**src/rtl/seq_detector_param.sv**
```systemverilog
// Serial pattern detector with a runtime-loadable pattern, length and overlap mode.
// Emits a registered match pulse and keeps a saturating match count.
module seq_detector_param #(
  parameter int                MAXLEN      = 16,
  parameter logic [MAXLEN-1:0] DEF_PATTERN = 16'h000D,
  parameter int                DEF_LEN     = 4,
  parameter int                DEF_OVERLAP = 1,
  parameter int                CNT_W       = 8,
  localparam int               LW          = $clog2(MAXLEN + 1)
) (
  input  logic              clk,
  input  logic              reset_n,
  input  logic              w,
  input  logic              w_valid,
  input  logic              cfg_load,
  input  logic [MAXLEN-1:0] cfg_pattern,
  input  logic [LW-1:0]     cfg_len,
  input  logic              cfg_overlap,
  output logic              z,
  output logic [CNT_W-1:0]  match_count,
  output logic [LW-1:0]     fill
);

  logic [MAXLEN-1:0] pattern;
  logic [LW-1:0]     len;
  logic              overlap;

  // The oldest history bit is shifted out before it can ever be compared,
  // so only MAXLEN-1 bits are stored; hist_next is the full MAXLEN-bit view.
  logic [MAXLEN-2:0] hist;
  logic [MAXLEN-1:0] hist_next;
  logic [LW-1:0]     fill_next;
  logic [MAXLEN-1:0] len_mask;
  logic [LW-1:0]     cfg_len_eff;
  logic              accept;
  logic              match;

  // NOTE: every signal written in always_comb gets a default first, so no
  // path leaves it unassigned and no latch is inferred.
  always_comb begin
    accept    = w_valid && !cfg_load;
    hist_next = {hist, w};
    fill_next = (fill < len) ? fill + 1'b1 : len;
    len_mask  = '0;
    for (int i = 0; i < MAXLEN; i++) begin
      len_mask[i] = (i < int'(len));
    end
    match = accept && (fill_next >= len) &&
            (((hist_next ^ pattern) & len_mask) == '0);
  end

  always_comb begin
    cfg_len_eff = cfg_len;
    if (cfg_len == '0) begin
      cfg_len_eff = LW'(1);
    end else if (cfg_len > LW'(MAXLEN)) begin
      cfg_len_eff = LW'(MAXLEN);
    end
  end

  // NOTE: sequential state uses non-blocking assignments so every register
  // samples the pre-edge values, independent of statement order.
  always_ff @(posedge clk) begin
    if (reset_n) begin
      hist        <= '0;
      fill        <= '0;
      z           <= 1'b0;
      match_count <= '0;
      pattern     <= DEF_PATTERN;
      len         <= LW'(DEF_LEN);
      overlap     <= 1'(DEF_OVERLAP);
    end else if (cfg_load) begin
      pattern <= cfg_pattern;
      len     <= cfg_len_eff;
      overlap <= cfg_overlap;
      hist    <= '0;
      fill    <= '0;
      z       <= 1'b0;
    end else begin
      z <= match;
      if (accept) begin
        hist <= hist_next[MAXLEN-2:0];
        fill <= (match && !overlap) ? '0 : fill_next;
      end
      if (match && (match_count != {CNT_W{1'b1}})) begin
        match_count <= match_count + 1'b1;
      end
    end
  end

endmodule

```
**config.mk**
```make
export PLATFORM = sky130hd
export DESIGN_NAME = seq_detector_param
export DESIGN_NICKNAME = d
export VERILOG_FILES = /design/src/rtl/seq_detector_param.sv
export SDC_FILE = /design/constraint.sdc
export NUM_CORES = 1
export LEC_CHECK = 0
export ABC_AREA = 1
export CORE_MARGIN = 2
export CORE_UTILIZATION = 58
export CTS_CLUSTER_DIAMETER = 40
export DETAILED_ROUTE_END_ITERATION = 16
export PLACE_DENSITY_LB_ADDON = 0.08
export SYNTH_ARGS = -nofsm -noshare
export SYNTH_HDL_FRONTEND = slang
export SYNTH_SLANG_ARGS = --single-unit
export TNS_END_PERCENT = 1
```
**constraint.sdc**
```tcl
create_clock -name clk -period 5.6 [get_ports clk]
set_clock_uncertainty 0.2 [all_clocks]
set_input_delay 1.12 -clock clk [delete_from_list [all_inputs] [get_ports clk]]
set_output_delay 1.12 -clock clk [all_outputs]
set_load 0.005 [all_outputs]
```
==> results.sh <==
export IMPL_status="finished clean"
export IMPL_rsz0062_at_grt="false"
export IMPL_post_route_period_util=0.604
export IMPL_final_common_cell="nand2_1"
export IMPL_ys_seq_area_frac=0.378
export IMPL_register_area_um2=1020
export IMPL_cap_violations=0
export IMPL_die_h_um=72.2
export IMPL_cts_sinks=51
export IMPL_clk_pin_slew_worst_paths_ns=0.09
export IMPL_gp_congestion=0.889
export IMPL_grt_max_degree=27
export IMPL_numCtsBuffers=5
export IMPL_first_iter_violations=151
export IMPL_fin_util=0.726
export IMPL_cp_required_ns=5.57
export IMPL_gr_total_overflow=0
export IMPL_synth_avg_cell_area_um2=7.17
export IMPL_crit_fanout=10
export IMPL_r2r_worst_path_cells=18
export IMPL_power_density_nw_per_um2=228
export IMPL_viasPerCell=5.41
export IMPL_syn_to_final_growth_pct=18.8
export IMPL_setup_violations=0
export IMPL_power_leakage_nw=1.34
export IMPL_initial_core_util=0.611
export IMPL_p_total_uw=731
export IMPL_grt_usage=0.254
export IMPL_wl_per_cell_um=13.3
export IMPL_whs_path_depth=2
export IMPL_drive_gt1_frac=0.0655
export IMPL_via_count=2509
export IMPL_ir_worst_vdd_v=0.000152
export IMPL_use_met1=0.347
export IMPL_ios=41
export IMPL_critical_path_cell_chain="inv_2, ha_1, nand2_1, nor2_1, o21ai_0, o211ai_2, nand2_1, o21ai_0, ha_1, nand2_1, inv_1, nand3b_1, nand3_1, nand3_2, nor2_4, nand3_1, nand3_1, a21oi_1"
export IMPL_hold_viol_final=0
export IMPL_cts_resized=0
export IMPL_cp_slowest_cell="dfxtp_1"
export IMPL_wirelength_um=6160
export IMPL_n_fill_cell=374
export IMPL_synth_area_um2=2700
export IMPL_clk_latency_ns=0.31
export IMPL_slew_viol_final=0
export IMPL_fmax_mhz=296
export IMPL_tightest_slew_ns=0.790
export IMPL_setup_tns_ns=0
export IMPL_layout_common_cells="nand2_1 (82), dfxtp_1 (51), nor2_1 (44)"
export IMPL_dp_hpwl_um=4470
export IMPL_htree_num_levels=2
export IMPL_ys_ff_latch=51
export IMPL_syn_num_nets=414
export IMPL_fp_row_count=24
export IMPL_min_path_type="register to register"
export IMPL_drc=0
export IMPL_slew_headroom=0.472
export IMPL_dr_pass1_iters=5
export IMPL_cts_setup_buffers=0
export IMPL_top_usage_layer="met2"
export IMPL_path_depth=18
export IMPL_io_buffers=40
export IMPL_max_stage_delay_ns=0.51
export IMPL_clk_path_buf_depth=2
export IMPL_postCtsHoldBufs=0
export IMPL_use_met3=0.0389
export IMPL_grt_pass1_vias=2318
export IMPL_die_area_um2=5210
export IMPL_grt_pass1_wl_um=10500
export IMPL_antenna_found_initial=0
export IMPL_critPathCaptureType="register"
export IMPL_synth_warnings=0
export IMPL_die_w_um=72.2
export IMPL_critPathLaunchType="register"
export IMPL_worst_path_buf_inv=2
export IMPL_synth_cells=376
export IMPL_cts_root_buf="clkbuf_8"
export IMPL_coreArea_um2=4410
export IMPL_arrival_ns=3.35
export IMPL_gr_usage_met2=0.407
export IMPL_ys_types=31
export IMPL_reg2reg_slack_ns=2.22
export IMPL_crit_type="register to register"
export IMPL_nets=450
export IMPL_path_delay_family="simple AND/OR/NAND/NOR gates"
export IMPL_antenna_left=0
export IMPL_cts_tree="built"
export IMPL_diodes=0
export IMPL_period_needed_ns=3.38
export IMPL_multiInputGateArea_um2=1460
[worst reg2reg max path: stages, from the launching register on]
cell,delay [ns]
dfxtp_1,0.51
inv_2,0.17
ha_1,0.32
nand2_1,0.11
nor2_1,0.05
o21ai_0,0.08
o211ai_2,0.22
nand2_1,0.10
o21ai_0,0.13
ha_1,0.35
nand2_1,0.06
inv_1,0.07
nand3b_1,0.07
nand3_1,0.11
nand3_2,0.10
nor2_4,0.18
nand3_1,0.21
nand3_1,0.14
a21oi_1,0.06
[flip-flops by register name, indices dropped and copies added, names as in the netlist]
signal       count
fill             5
match_count      8
pattern         16
overlap          1
len              5
hist            15
z                1
[Yosys cell counts, drive strengths merged]
library cell | instances | area share
xor2 | 14 | 0.045
nand3b | 2 | 0.0056
nand3 | 30 | 0.066
clkbuf | 9 | 0.013
inv | 44 | 0.062
buf | 2 | 0.0042
o21a | 1 | 0.0028
nand4 | 3 | 0.0070
a21oi | 28 | 0.055
o22ai | 1 | 0.0023
ha | 11 | 0.051
dfxtp | 51 | 0.38
o211ai | 2 | 0.0074
nor2 | 49 | 0.080
o21ai | 25 | 0.046
nor3 | 2 | 0.0037
nand2 | 84 | 0.12
xnor2 | 2 | 0.0065
clkinv | 1 | 0.0032
a211oi | 15 | 0.042
[final timing paths]
check	startpoint	endpoint
worst min register to register	overlap	overlap
worst max register to register	len[4]	fill[2]
worst min-delay path	overlap	overlap
worst max-delay path	len[4]	fill[2]
[power breakdown]
| group | internal, mW | leakage [nW] | switching, mW |
|---|---|---|---|
| clock network | 0.0972 | 0.0470 | 0.121 |
| registers | 0.377 | 0.418 | 0.0125 |
| logic | 0.0515 | 0.871 | 0.0712 |
| total | 0.526 | 1.34 | 0.205 |
[routing by layer]
layer	vias to the layer above	routed length (um)
li1	1298	-
met1	1122	2890
met2	74	2780
met3	15	358
met4	0	131
met5	-	0
[stage by stage]
stage                     std cells  instance area, um2  setup slack, ns  hold slack, ns
after floorplan                 376                2700             2.75           0.236
after global placement          457                3120             2.05           0.253
after detailed placement        457                3120             1.95           0.258
after CTS                       464                3210             2.27           0.271
after global routing            464                3210             1.99           0.311
final                           464                3210             2.22           0.268
[layout make-up]
type,instances,share of cell area
flip-flops and latches,51,0.319
clock buffers,6,0.0258
repair buffers,40,0.125
clock inverters,1,0.00156
inverters,45,0.0550
well taps,52,0.0203
multi-input cells,269,0.454
[cells by family (layout without fill, tap and decap cells)]
group                    after synthesis  count (layout)  synth area share
XOR/XNOR                              16              16            0.0520
AO/OA/AOI/OAI                         72              72             0.155
AND/OR/NAND/NOR                      170             170             0.281
buffers and inverters                 56              92            0.0821
adder cells (fa/ha/maj)               11              11            0.0510
flip-flops                            51              51             0.378
Power figures use the tool's default switching activity.
